$ cat src/rtl/shift_right_seq.sv
// shift_right_seq: multi-cycle 32-bit SRL/SRA unit, one log stage per clock.
// Ports: clk, reset, start, dataA, dataB, Signal -> dataOut, busy, done.
module shift_right_seq #(
  parameter logic [5:0] SRL = 6'b000010,
  parameter logic [5:0] SRA = 6'b000011
) (
  input  logic        clk,
  input  logic        reset,
  input  logic        start,
  input  logic [31:0] dataA,
  input  logic [31:0] dataB,
  input  logic [5:0]  Signal,
  output logic [31:0] dataOut,
  output logic        busy,
  output logic        done
);

  typedef enum logic [1:0] {
    IDLE,
    SHIFT,
    DONE
  } state_t;

  state_t      state;
  state_t      state_n;
  logic [2:0]  cnt;
  logic [31:0] acc;
  logic [31:0] a_q;
  logic [31:0] b_q;
  logic [5:0]  sig_q;

  logic        accept;
  logic        is_srl;
  logic        is_sra;
  logic        fill;
  logic        oor;
  logic [31:0] stage;
  logic [31:0] result;

  assign accept = start && (state != SHIFT);
  assign is_srl = (sig_q == SRL);
  assign is_sra = (sig_q == SRA);
  assign fill   = is_sra & a_q[31];
  assign oor    = |b_q[31:5];
  assign busy   = (state == SHIFT);

  always_comb begin
    stage = acc;
    case (cnt)
      3'd0: if (b_q[4]) stage = {{16{fill}}, acc[31:16]};
      3'd1: if (b_q[3]) stage = {{8{fill}}, acc[31:8]};
      3'd2: if (b_q[2]) stage = {{4{fill}}, acc[31:4]};
      3'd3: if (b_q[1]) stage = {{2{fill}}, acc[31:2]};
      3'd4: if (b_q[0]) stage = {fill, acc[31:1]};
      default: stage = acc;
    endcase
  end

  // Unknown codes pass the operand through; range check
  // overrides the staged value for amounts above 31.
  always_comb begin
    result = stage;
    unique case (1'b1)
      !(is_srl || is_sra): result = a_q;
      oor:                 result = {32{fill}};
      default:             result = stage;
    endcase
  end

  always_ff @(posedge clk) begin
    if (reset) state <= IDLE;
    else       state <= state_n;
  end

  always_comb begin
    state_n = state;
    case (state)
      IDLE:    if (start) state_n = SHIFT;
      SHIFT:   if (cnt == 3'd4) state_n = DONE;
      DONE:    state_n = start ? SHIFT : IDLE;
      default: state_n = IDLE;
    endcase
  end

  always_ff @(posedge clk) begin
    if (reset) begin
      cnt     <= 3'd0;
      acc     <= 32'd0;
      a_q     <= 32'd0;
      b_q     <= 32'd0;
      sig_q   <= 6'd0;
      dataOut <= 32'd0;
      done    <= 1'b0;
    end else begin
      done <= 1'b0;
      if (accept) begin
        acc   <= dataA;
        a_q   <= dataA;
        b_q   <= dataB;
        sig_q <= Signal;
        cnt   <= 3'd0;
      end else if (state == SHIFT) begin
        acc <= stage;
        cnt <= cnt + 3'd1;
        if (cnt == 3'd4) begin
          dataOut <= result;
          done    <= 1'b1;
        end
      end
    end
  end

endmodule

$ cat config.mk
export PLATFORM = sky130hd
export DESIGN_NAME = shift_right_seq
export DESIGN_NICKNAME = d
export VERILOG_FILES = /design/src/rtl/shift_right_seq.sv
export SDC_FILE = /design/constraint.sdc
export NUM_CORES = 1
export LEC_CHECK = 0
export CORE_MARGIN = 10
export CORE_UTILIZATION = 25
export DETAILED_ROUTE_END_ITERATION = 16
export GPL_TIMING_DRIVEN = 0
export PLACE_DENSITY = 0.49
export SLEW_MARGIN = 20
export SYNTH_ARGS = -nofsm -noshare
export SYNTH_HDL_FRONTEND = slang
export SYNTH_SLANG_ARGS = --single-unit
$ cat constraint.sdc
create_clock -name clk -period 2.07 [get_ports clk]
set_input_delay 0.5175 -clock clk [delete_from_list [all_inputs] [get_ports clk]]
set_output_delay 0.5175 -clock clk [all_outputs]
set_load 0.01 [all_outputs]
# [Word level (Yosys, flattened, before mapping)]
# Cells that the tools add are included.
# Widths: inputs -> output; s select.
[classes] add_sub_neg=1 n_mul=0 n_div=0 magnitude_cmp=0 n_eq_ne=11 shifts=0 n_mux=14 bitwise_logic=3 reduce_logical=11
[op_table] cell="$mux 32" count=7
[op_table] cell="$pmux 32 s5" count=1
[op_table] cell="$pmux 32 s2" count=1
[op_table] cell="$reduce_or 27->1" count=1
[op_table] cell="$eq 6x2->1 const B" count=2
[op_table] cell="$eq 3x2->1 const B" count=2
[op_table] cell="$pmux 2 s3" count=1
[op_table] cell="$mux 2" count=2
[op_table] cell="$ne 2x1->1 const B" count=2
[op_table] cell="$add 3x1->3 const B" count=1
[op_table] cell="$eq 3x1->1 const B" count=1
[op_table] cell="$eq 3x3->1 const B" count=1
[op_table] cell="$logic_not 3->1" count=1
[op_table] cell="$reduce_and 3->1" count=1
[op_table] cell="$reduce_or 3->1" count=1
[op_table] cell="$eq 2x1->1 const B" count=1
[op_table] cell="$eq 2x2->1 const B" count=1
[op_table] cell="$logic_not 2->1" count=1
[op_table] cell="$mux 1" count=2
[op_table] cell="$ne 2x2->1 const B" count=1
[op_table] cell="$not 1->1" count=2
[op_table] cell="$reduce_and 2->1" count=1
[op_table] cell="$reduce_bool 2->1" count=1
[op_table] cell="$reduce_or 2->1" count=1
[op_table] cell="other kinds (4)" count=4
[word_totals] register_bits=140 latchBits=0 ram_bits=0 rom_bits=0 inputBits=73 out_inout_bits=34 word_cells=48 n_memories=0

# [Longest topological paths before layout]
[logic_depth] depth_word=6 depth_mapped=9 depth_no_buf=7

# [Worst setup path after synthesis]
# Ideal clock, no wire load.
[synth_path] path_kind="reg-to-reg" startpoint="register cnt[2]" endpoint="register dataOut[30]" setup_ns=0.137 arrival_ns=1.925 t_required_ns=1.933 path_slack_ns=0.009 stages_incl_launch_ff=10 path_buffers=2 period_less_slack_ns=2.061 cell_sequence="dfxtp_1 -> buf_2 -> inv_1 -> ha_1 -> clkbuf_1 -> and2_1 -> o211ai_1 -> nand4_1 -> o311ai_1 -> a31oi_1"
[synth_between] elab_chain_len=3 elab_cells_between_ends=8 classes_between="eq/ne (4); mux (2); reduce/logical (2)"
[synth_lines] element="start, declared" line="26" source="logic [2:0] cnt;"
[synth_lines] element="start signal, assigned" line="104" source="cnt <= cnt + 3'd1;"
[synth_lines] element="$eq 3x3->1, or another cell as far along" line="49, 105"
[synth_lines] element="$pmux 32 s5" line="49" source="case (cnt)"
[synth_lines] element="$pmux 32 s2" line="63" source="unique case (1'b1)"
[synth_lines] element="end signal, assigned" line="106" source="dataOut <= result;"
[synth_lines] element="end, declared" line="13" source="output logic [31:0] dataOut,"
# Several ways; a longest one is shown, not always the timed one.
# A chain may end at the register's enable or synchronous reset.

# [Worst setup path in the final report]
[layout_path] startpoint="register cnt[0]" endpoint="register acc[13]"
[layout_between] elab_chain_len=4 elab_cells_between_ends=8 classes_between="eq/ne (4); mux (3); reduce/logical (1)"
[layout_lines] element="$eq 3x3->1, or another cell as far along" line="49"
[layout_lines] element="$pmux 32 s5 *" line="49"
[layout_lines] element="$mux 32 *" line="102" source="end else if (state == SHIFT) begin"
[layout_lines] element="$mux 32 *" line="96" source="if (accept) begin"
[layout_lines] element="end signal, assigned" line="97" source="acc <= dataA;"
[layout_lines] element="end signal, assigned" line="103" source="acc <= stage;"
[layout_lines] element="end, declared" line="27" source="logic [31:0] acc;"
# Mark *: on every way between the ends. The rest lies on a longest branch, timed or not. The select of a mux whose other input is x is not followed.

==> reports/results.ini <==
[placement]
post-place-cells = 1644
dp_hpwl_um = 27700
portBuffers = 105
gp_congestion = 0.914
postPlaceCellArea_sq_um = 10400
dp_slack_ns = -0.881

[status]
violations = setup timing
outcome = finished, violations left

[cts]
cts_root_buf = clkbuf_16
htreeDepth = 4
cts_buffer_depth = 2
clk_latency_ns = 0.44
numCtsBuffers = 17
clock-sinks = 140
clkTransAtPathRegs_ns = 0.07
cts_tree = yes

[global_routing]
antenna_found_initial = 0
grt_pass1_vias = 8832
grt_max_degree = 17
grt_pass1_wl_um = 56000
grtUsageTotal_pct = 16.4
gr-total-overflow = 0

[cells_and_area]
drive_gt1_share_pct = 21.6
nets = 1302
n_antenna_cell = 0
areaGrowthSynthToFinish_pct = 35.6
instances_no_fill = 1692
final_cell_area_sq_um = 11900
n_fill_cell = 3683

[floorplan]
die_h_um = 207
rows = 68
ioPinCount = 107
start_util_pct = 25.3
coreArea_sq_um = 34500
dieWidth_um = 207
dieArea_sq_um = 42900

[synth]
synth_nets = 1162
synthAdderAreaFrac_pct = 0.715
synth_area_leaders = dfxtp_1 (32%), mux2i_1 (9.8%), nand2_1 (8.7%), mux2_2 (7.6%), a21oi_1 (5.3%)
yosysTopAreaCell = dfxtp_1
ys_ff_latch = 140
synth_cell_types = 64
synth-async-reset-ratio_pct = 0
synth_top_cell_area_share_pct = 32.0
syn_inst = 1084
synth-simple-area-share_pct = 17.8
synthesis.yosys.warnings = 0
yosys.area_share.xor_xnor_pct = 0
synthMuxAreaShare_pct = 17.4
synth_compound_area_share_pct = 24.9
synth_top_family_by_area = compound AO/OA/AOI/OAI gates
synth_ff_type = dfxtp_1
synth_edf_count = 0
synth.avg_cell_area_sq_um = 8.07
yosysSeqAreaShare_pct = 32.0
synth.cell_area_sq_um = 8750

[timing]
rsz0062_at_grt = true
skew_ns = 0.0177
hold_violations = 0
fin_crit_ns = 2.17
fin_crit_sh_pct = 105
finalSetupViolations = 8
worstMarginPinSlew_ns = 0.682
setup_ws_ns = -0.102
relSlewSlack_pct = 54.6
final_max_slew_viol_count = 0
fin_setup_tns_ns = -0.301
timing.fmax_mhz = 460

[drt]
wl_per_cell_um = 21.8
drtIter0Drc = 934
vias = 9013
dr.pass1.iters = 7
ant_nets = 0
drc_errors = 0
drt-total-wl_um = 36900
vias_per_cell = 5.33

[job]
maxCapViolations = 0

[power]
p_leak_nw = 4.15
worst_ir_drop_vdd_mv = 0.591
pwr_density_cell_nw_per_um2 = 704

[worst_setup_path]
crit_fanout = 9
crit_type = flip-flop to flip-flop
cp-start-kind = flip-flop
arrival_ns = 2.46
critPathRequiredTime_ns = 2.36
end_kind = flip-flop

[worst_hold_path]
hold_path.class = flip-flop to flip-flop

==> layer usage <==
metal	track usage, %	part of all wire [%]	up-vias
li1	-	-	4253
met1	21.7	45	4372
met2	25.9	47	333
met3	2.81	6.1	55
met4	5.95	2.2	0
met5	0	0	-
==> kinds of logic after synthesis <==
group,after synthesis
AND/OR/NAND/NOR,346
adder cells (fa/ha/maj),5
flip-flops,140
multiplexers,145
buffers and inverters,139
AO/OA/AOI/OAI,309
==> cell usage after synthesis, types with 10 or more instances <==
cell        n
nor2_1     54
buf_2      27
dfxtp_1   140
mux2i_1    86
o21bai_1   20
a21oi_1    92
nand2b_1   13
a311oi_1   10
o22a_1     15
nor4_1     11
a211oi_1   29
a222oi_1   16
inv_1      11
o22ai_1    16
o21ai_0    12
clkbuf_1   81
mux2_2     59
a22oi_1    11
buf_4      12
o211ai_1   13
nor3_1     16
nand2_1   203
a31oi_1    29
==> final timing paths <==
kind / start / end / slack [ns] / cells past startpoint
worst max-delay path: cnt[0] / acc[13] / -0.10 / 10
worst max register to register: cnt[0] / acc[13] / -0.10 / 10
worst min-delay path: a_q[0] / a_q[0] / 0.46 / 2
worst min register to register: a_q[0] / a_q[0] / 0.46 / 2
==> cell usage in the layout, fill, tap and decap left out, drive strengths merged, types with 4 or more instances in the layout <==
cell / instances
mux2i: 86
mux2: 59
inv: 19
o21ai: 12
nor3: 16
o22ai: 16
o221ai: 7
o21bai: 21
ha: 5
nor4: 11
a221oi: 7
nand2b: 13
clkinv: 4
nor2b: 8
a211o: 4
a311oi: 10
nor2: 56
o2111ai: 4
o31ai: 6
or3: 7
clkdlybuf4s50: 104
a22oi: 11
o211ai: 13
clkbuf: 95
nand2: 206
a31oi: 30
o22a: 15
a21oi: 92
buf: 67
dfxtp: 140
a2111oi: 4
and2: 5
a222oi: 16
a211oi: 29
==> cell type report <==
class                   instances  area, sq um  share of cell area, %
plain buffers                 125          779                   6.57
multi-input cells             805         5830                   49.2
repair buffers                124         1200                   10.1
flip-flops and latches        140         2810                   23.7
well taps                     455          569                   4.80
clock buffers                  17          425                   3.58
clock inverters                15          203                   1.71
inverters                      11         43.8                  0.369
==> power by group <==
part           switching [W]  total [W]  internal [W]
logic                0.00121    0.00206      0.000852
clock network        0.00139    0.00334       0.00195
registers           0.000110    0.00295       0.00284
==> timing repair <==
item                       in CTS  in global routing
buffers inserted               11                  9
resized for setup             103                101
gates cloned                    0                  0
hold buffers                    0                  0
setup endpoints to repair     131                 88
pin swaps                      20                 34
==> metrics by stage <==
| step | total power, W | utilization [%] | hold slack (ns) |
|---|---|---|---|
| finish | 0.00835 | 34.4 | 0.455 |
| global route | 0.00864 | 34.4 | 0.473 |
| CTS | 0.00820 | 33.1 | 0.456 |
| detailed placement | 0.00477 | 30.0 | 0.445 |
| global placement | 0.00477 | 30.0 | 0.443 |
| floorplan | 0.00411 | - | 0.432 |
==> registers in the layout, indices dropped and copies added (netlist names) <==
| name | flops |
|---|---|
| a_q | 32 |
| acc | 32 |
| b_q | 32 |
| cnt | 3 |
| dataOut | 32 |
| done | 1 |
| sig_q | 6 |
| state | 2 |
==> critical path, cell delays in order (launching register included) <==
cell      delay (ns)
dfxtp_4         0.39
inv_2           0.06
ha_2            0.24
nor2b_1         0.14
clkbuf_4        0.19
a222oi_1        0.42
o211ai_1        0.14
buf_4           0.18
buf_4           0.12
nor2_1          0.08
a211oi_1        0.06
Note: power is estimated with default switching activity, not from simulation.
